File: config.mk
export PLATFORM = sky130hd
export DESIGN_NAME = cpu8_prog_sequencer
export DESIGN_NICKNAME = d
export VERILOG_FILES = /design/src/rtl/cpu8_pkg.sv /design/src/rtl/cpu8_prog_ram.sv /design/src/rtl/cpu8_prog_sequencer.sv
export SDC_FILE = /design/constraint.sdc
export NUM_CORES = 1
export LEC_CHECK = 0
export BUFFER_PORTS_ARGS = -buffer_cell sky130_fd_sc_hd__buf_4
export CORE_MARGIN = 2
export CORE_UTILIZATION = 46
export DETAILED_ROUTE_END_ITERATION = 10
export PLACE_DENSITY_LB_ADDON = 0.2
export RECOVER_POWER = 100
export SYNTH_ARGS = -nofsm -noshare
export SYNTH_HDL_FRONTEND = slang
export SYNTH_SLANG_ARGS = --single-unit
File: constraint.sdc
create_clock -name clk -period 2.7 [get_ports clk]
set_input_delay 0.54 -clock clk [delete_from_list [all_inputs] [get_ports clk]]
set_output_delay 0.54 -clock clk [all_outputs]
set_load 0.005 [all_outputs]
File: src/rtl/cpu8_pkg.sv
// Shared definitions for the 8-bit accumulator CPU and its program sequencer:
// opcode values, sequencer state encoding and instruction word field helpers.
package cpu8_pkg;

  localparam logic [3:0] OP_NOP  = 4'h0;
  localparam logic [3:0] OP_ADD  = 4'h1;
  localparam logic [3:0] OP_SUB  = 4'h2;
  localparam logic [3:0] OP_AND  = 4'h3;
  localparam logic [3:0] OP_OR   = 4'h4;
  localparam logic [3:0] OP_NOT  = 4'h5;
  localparam logic [3:0] OP_HALT = 4'hF;

  // Instruction word layout: {operand, opcode}
  localparam int OPC_LSB = 0;
  localparam int OPC_MSB = 3;
  localparam int OPD_LSB = 4;
  localparam int OPD_MSB = 7;

  typedef enum logic [2:0] {
    ST_IDLE  = 3'd0,
    ST_LOAD  = 3'd1,
    ST_RUN   = 3'd2,
    ST_DRAIN = 3'd3,
    ST_DONE  = 3'd4
  } seq_state_t;

  function automatic logic [3:0] opc_of(input logic [7:0] w);
    return w[OPC_MSB:OPC_LSB];
  endfunction

  function automatic logic [3:0] opd_of(input logic [7:0] w);
    return w[OPD_MSB:OPD_LSB];
  endfunction

endpackage

File: src/rtl/cpu8_prog_ram.sv
// Program store: DEPTH x 8 RAM, synchronous write, asynchronous read.
// Contents are deliberately not reset.
module cpu8_prog_ram #(
  parameter int DEPTH  = 16,
  parameter int ADDR_W = 4
) (
  input  logic              clk,
  input  logic              we,
  input  logic [ADDR_W-1:0] waddr,
  input  logic [7:0]        wdata,
  input  logic [ADDR_W-1:0] raddr,
  output logic [7:0]        rdata
);

  logic [7:0] mem [DEPTH];

  // Write port: one word per clock when enabled
  always_ff @(posedge clk) begin
    if (we) mem[waddr] <= wdata;
  end

  assign rdata = mem[raddr];

endmodule

File: src/rtl/cpu8_prog_sequencer.sv
// Program loader and instruction sequencer for the 8-bit accumulator CPU.
// The CPU takes an opcode one cycle and its operand the next, so playback
// holds each word's operand in opnd_q and emits it alongside the following
// opcode (or a NOP when there is no following opcode).
module cpu8_prog_sequencer
  import cpu8_pkg::*;
#(
  parameter int DEPTH  = 16,
  parameter int ADDR_W = 4
) (
  input  logic              clk,
  input  logic              rst_n,
  input  logic              ena,
  input  logic              abort,
  input  logic              load_start,
  input  logic [7:0]        load_data,
  input  logic              load_valid,
  input  logic              load_last,
  output logic              load_ready,
  input  logic              run_start,
  input  logic              loop,
  output logic [7:0]        instr_out,
  output logic              busy,
  output logic              done,
  output logic [ADDR_W-1:0] pc,
  output logic [ADDR_W:0]   prog_len
);

  localparam logic [ADDR_W:0] LEN_FULL = (ADDR_W+1)'(DEPTH);
  localparam logic [ADDR_W:0] LEN_ONE  = (ADDR_W+1)'(1);

  seq_state_t        state_q, state_d;
  logic [ADDR_W-1:0] pc_q, pc_d;
  logic [ADDR_W:0]   len_q, len_d;
  logic [3:0]        opnd_q, opnd_d;
  logic [7:0]        instr_q, instr_d;
  logic              ready_q, ready_d;
  logic              busy_q, busy_d;
  logic              done_q, done_d;
  logic              ram_we;
  logic [7:0]        rd_word;
  logic              last_word;

  // The write pointer coincides with the current load count
  cpu8_prog_ram #(.DEPTH(DEPTH), .ADDR_W(ADDR_W)) u_ram (
    .clk   (clk),
    .we    (ram_we),
    .waddr (len_q[ADDR_W-1:0]),
    .wdata (load_data),
    .raddr (pc_q),
    .rdata (rd_word)
  );

  assign last_word = ({1'b0, pc_q} == (len_q - LEN_ONE));

  // Next-state, playback and load control; every output is computed from
  // the next state so that all outputs leave the block registered
  always_comb begin
    state_d = state_q;
    pc_d    = pc_q;
    len_d   = len_q;
    opnd_d  = opnd_q;
    instr_d = 8'h00;
    ram_we  = 1'b0;

    if (abort) begin
      state_d = ST_IDLE;
    end else begin
      unique case (state_q)
        ST_IDLE, ST_DONE: begin
          if (load_start) begin
            state_d = ST_LOAD;
            len_d   = '0;
          end else if (run_start && (len_q != '0)) begin
            state_d = ST_RUN;
            pc_d    = '0;
            opnd_d  = '0;
          end
        end
        ST_LOAD: begin
          if (load_start) begin
            len_d = '0;
          end else if (load_valid && ready_q) begin
            ram_we = 1'b1;
            len_d  = len_q + LEN_ONE;
            if (load_last || (len_d == LEN_FULL)) state_d = ST_IDLE;
          end
        end
        ST_RUN: begin
          if (!ena) begin
            // Stall: deliver the pending operand under a NOP
            instr_d = {opnd_q, OP_NOP};
          end else if (opc_of(rd_word) == OP_HALT) begin
            instr_d = {opnd_q, OP_NOP};
            state_d = ST_DONE;
          end else begin
            instr_d = {opnd_q, opc_of(rd_word)};
            opnd_d  = opd_of(rd_word);
            if (last_word) begin
              if (loop) pc_d = '0;
              else      state_d = ST_DRAIN;
            end else begin
              pc_d = pc_q + ADDR_W'(1);
            end
          end
        end
        ST_DRAIN: begin
          instr_d = {opnd_q, OP_NOP};
          if (ena) state_d = ST_DONE;
        end
        default: state_d = ST_IDLE;
      endcase
    end

    ready_d = (state_d == ST_LOAD) && (len_d < LEN_FULL);
    busy_d  = (state_d == ST_LOAD) || (state_d == ST_RUN) || (state_d == ST_DRAIN);
    done_d  = (state_d == ST_DONE);
  end

  // State and output registers, cleared asynchronously
  always_ff @(posedge clk or negedge rst_n) begin
    if (!rst_n) begin
      state_q <= ST_IDLE;
      pc_q    <= '0;
      len_q   <= '0;
      opnd_q  <= '0;
      instr_q <= 8'h00;
      ready_q <= 1'b0;
      busy_q  <= 1'b0;
      done_q  <= 1'b0;
    end else begin
      state_q <= state_d;
      pc_q    <= pc_d;
      len_q   <= len_d;
      opnd_q  <= opnd_d;
      instr_q <= instr_d;
      ready_q <= ready_d;
      busy_q  <= busy_d;
      done_q  <= done_d;
    end
  end

  assign load_ready = ready_q;
  assign instr_out  = instr_q;
  assign busy       = busy_q;
  assign done       = done_q;
  assign pc         = pc_q;
  assign prog_len   = len_q;

endmodule

==> results.rst <==
.. list-table::
   :header-rows: 1

   * - Metric
     - Value
   * - Total design power
     - 5.03 mW
   * - Clock skew
     - 0.0127 ns
   * - Standby leakage power
     - 2.58 nW
   * - Sequential-to-total area share from yosys stat
     - 69.7%
   * - Largest driver fanout on the critical path
     - 8
   * - Die H
     - 123 µm
   * - Chip Width
     - 123 µm
   * - Clk slew on worst S/H paths
     - 0.06 ns
   * - Peak VDD IR
     - 751 µV
   * - Number of setup violations in the final report
     - 0
   * - Critical path data required time
     - 3.00 ns
   * - Ports placed on the boundary
     - 37
   * - Number of buffers inserted by post-CTS setup repair
     - 0
   * - Master cell of the clock root buffer
     - sky130_fd_sc_hd__clkbuf_16
   * - CP Data Arrival Time
     - 2.86 ns
   * - Clock period minus final worst setup slack
     - 2.56 ns
   * - Fraction of layout cells with a size suffix above 1
     - 24.9%
   * - Number of I/O port buffers
     - 36
   * - Post-placement setup slack
     - 0.172 ns
   * - Total inserted antenna cells
     - 0
   * - Final Slew Violations
     - 0
   * - Detailed placement HPWL
     - 8.77 mm
   * - Kind of critical path
     - flop to flop
   * - Post-synth EDFFs
     - 128
   * - Worst hold slack
     - 0.469 ns
   * - Number of vias after detailed routing
     - 3514
   * - Aggregate global routing overflow
     - 0
   * - Final routed wirelength across all metal layers
     - 13.4 mm
   * - TritonCTS buffer count
     - 17
   * - Hold buffers post-CTS
     - 0
   * - Area grow syn2layout
     - 16.7%
   * - Fmax achieved
     - 390 MHz
   * - Number of rows in the core area
     - 43
   * - Average size of a mapped cell
     - 18.2 µm²
   * - Global placement routability congestion
     - 0.807
   * - Worst setup EP type
     - flop
   * - Setup repair after global routing missed its margin
     - no
   * - Library cell with the largest summed area after synthesis
     - sky130_fd_sc_hd__edfxtp_1
   * - Core footprint
     - 13800 µm²
   * - Syn nets
     - 379
   * - Pin count of the biggest net entering global routing
     - 32
   * - Initial antenna violation count
     - 0
   * - Leading cell types by total area after synthesis
     - sky130_fd_sc_hd__edfxtp_1 (59%), sky130_fd_sc_hd__dfrtp_1 (10%), sky130_fd_sc_hd__mux4_2 (9.4%)
   * - Count of warnings emitted by yosys
     - 0
   * - Total Negative Setup Slacks
     - 0 ns
   * - Detailed-route DRC error count
     - 0
   * - Worst hold-check path type
     - input pin to flop
   * - Total of max-cap violations
     - 1
   * - Violations in the final reports
     - capacitance limit
   * - Clk Latency, worst-skew pair
     - 0.42 ns
   * - DRT antenna net count
     - 0
   * - Unique cell type count in the Yosys netlist
     - 59
   * - Vias in the first global route
     - 3493
   * - Clock tree buffer depth
     - 2
   * - Post-synth top area share
     - 59.3%
   * - Synth Flop Type
     - sky130_fd_sc_hd__edfxtp_1
   * - Cell count after synthesis
     - 356
   * - Pwr/cell area
     - 665 nW/µm²
   * - Number of H-tree branching levels
     - 4
   * - Final hold viol count
     - 0
   * - Wire length of the first global-routing pass
     - 20.3 mm
   * - TritonCTS clock tree
     - done
   * - Clk sink count
     - 155
   * - Run status
     - complete, but fails checks
   * - Worst-margin pin slew
     - 1.50 ns
   * - Least setup slack across all paths after layout
     - 0.138 ns
   * - Starting density of the core
     - 46.9%
   * - Iteration-0 DRC Markers
     - 344
   * - Final routed wire length divided by cell count
     - 21.6 µm
   * - DR vias/cell
     - 5.65
   * - Final-stage net count
     - 452
   * - Post-synthesis async set-or-reset flop share
     - 17.4%
   * - Netlist Area Pre-Place
     - 6480 µm²
   * - Startpoint class of the critical path
     - flop
   * - Count of TritonRoute iterations in the first routing pass
     - 4
   * - Combined global-route utilization of all metal layers
     - 19.3%
   * - Share of the cycle needed by the critical path after routing
     - 94.9%
   * - Synthesis-stage register bit count
     - 155
   * - Filler cell count in the final layout
     - 1089
   * - Max-Slew Margin vs Limit
     - 0.0665%
   * - Total Die Area
     - 15100 µm²
cell usage after synthesis (4+ instances only):
library cell,number
sky130_fd_sc_hd__a221oi_1,4
sky130_fd_sc_hd__a22o_1,6
sky130_fd_sc_hd__a31oi_1,4
sky130_fd_sc_hd__and2_1,7
sky130_fd_sc_hd__clkbuf_1,6
sky130_fd_sc_hd__dfrtp_1,27
sky130_fd_sc_hd__edfxtp_1,128
sky130_fd_sc_hd__ha_1,6
sky130_fd_sc_hd__inv_1,5
sky130_fd_sc_hd__mux2i_1,13
sky130_fd_sc_hd__mux4_1,4
sky130_fd_sc_hd__mux4_2,27
sky130_fd_sc_hd__nand2_1,11
sky130_fd_sc_hd__nand2b_1,4
sky130_fd_sc_hd__nor2_1,22
sky130_fd_sc_hd__nor3_1,6
sky130_fd_sc_hd__o21ai_0,7
sky130_fd_sc_hd__o21bai_1,4
per-stage QoR:
step / util [%] / area, µm² / instances
final: 54.7 / 7570 / 622
after global routing: 54.7 / 7570 / 622
after CTS: 55.6 / 7680 / 622
after detailed placement: 51.5 / 7130 / 590
after global placement: 51.5 / 7130 / 590
after floorplan: - / 6480 / 356
routing by layer:
layer  part of all wire [%]  up-vias  GRT usage [%]
met3                    4.4       22           5.39
li1                       -     1595              -
met2                     50       93           31.1
met5                      0        -              0
met1                     43     1804           24.8
met4                    2.1        0           7.83
repair_timing:
action | CTS | global route
endpoints found under the hold margin | 0 | 0
gates resized for setup | 0 | 2
endpoints found under the setup margin | 0 | 6
where the power goes:
part / leakage (nW) / switching, mW / internal, mW
Sequential: 1.52 / 0.0140 / 2.60
Combinational: 0.802 / 0.121 / 0.104
Clock: 0.256 / 0.911 / 1.28
Total: 2.58 / 1.05 / 3.99
registers in the layout, indices dropped and copies added, names as in the netlist:
signal	flops
u_ram.mem	128
instr_out	8
prog_len	5
opnd_q	4
pc	4
state_q	3
busy	1
done	1
load_ready	1
kinds of logic (layout without fill, tap and decap cells):
kind of cell | Yosys count | count (layout) | synth area share, %
AOI/OAI and AO/OA | 55 | 55 | 7.51
xor gates and xnor gates | 5 | 5 | 0.676
buffers and inverters | 20 | 106 | 2.06
muxes | 45 | 45 | 13.2
adders and majority gates | 6 | 6 | 1.16
DFF | 155 | 155 | 69.7
and+or+nand+nor | 70 | 70 | 5.71
layout make-up:
| class | count | area, µm² | share of cell area, % |
|---|---|---|---|
| inverters | 5 | 18.8 | 0.248 |
| clock inverters | 8 | 62.6 | 0.827 |
| repair buffers | 69 | 415 | 5.49 |
| flip-flops and latches | 155 | 4520 | 59.7 |
| well taps | 180 | 225 | 2.98 |
| clock buffers | 24 | 493 | 6.52 |
| multi-input cells | 181 | 1830 | 24.2 |
layout by cell type (no fill, tap or decap), types with 7 or more instances in the layout:
master / n
sky130_fd_sc_hd__edfxtp_1: 128
sky130_fd_sc_hd__clkbuf_1: 33
sky130_fd_sc_hd__nor2_1: 22
sky130_fd_sc_hd__clkbuf_16: 18
sky130_fd_sc_hd__buf_4: 20
sky130_fd_sc_hd__mux4_2: 27
sky130_fd_sc_hd__o21ai_0: 7
sky130_fd_sc_hd__mux2i_1: 13
sky130_fd_sc_hd__dfrtp_1: 26
sky130_fd_sc_hd__nand2_1: 11
sky130_fd_sc_hd__clkbuf_4: 14
final timing paths:
check / start / endpoint / slack [ns] / cells past startpoint
setup / recovery: pc[0] / pc[3] / 0.14 / 7
hold / removal: ena / done / 0.47 / 3
setup reg to reg: pc[0] / pc[3] / 0.14 / 7
hold reg to reg: opnd_q[2] / opnd_q[2] / 0.51 / 1
max in group asynchronous: rst_n / pc[0] / 1.24 / 1
min in group asynchronous: rst_n / instr_out[7] / 0.48 / 1
critical path, stage by stage, from the launching register on:
cell                      delay, ns
sky130_fd_sc_hd__dfrtp_2       0.49
sky130_fd_sc_hd__buf_4         0.21
sky130_fd_sc_hd__mux4_2        0.55
sky130_fd_sc_hd__a22oi_1       0.35
sky130_fd_sc_hd__a22oi_4       0.16
sky130_fd_sc_hd__nand2_4       0.12
sky130_fd_sc_hd__a41oi_2       0.16
sky130_fd_sc_hd__a221o_1       0.39
No activity file was read; power rests on OpenSTA's default activity.
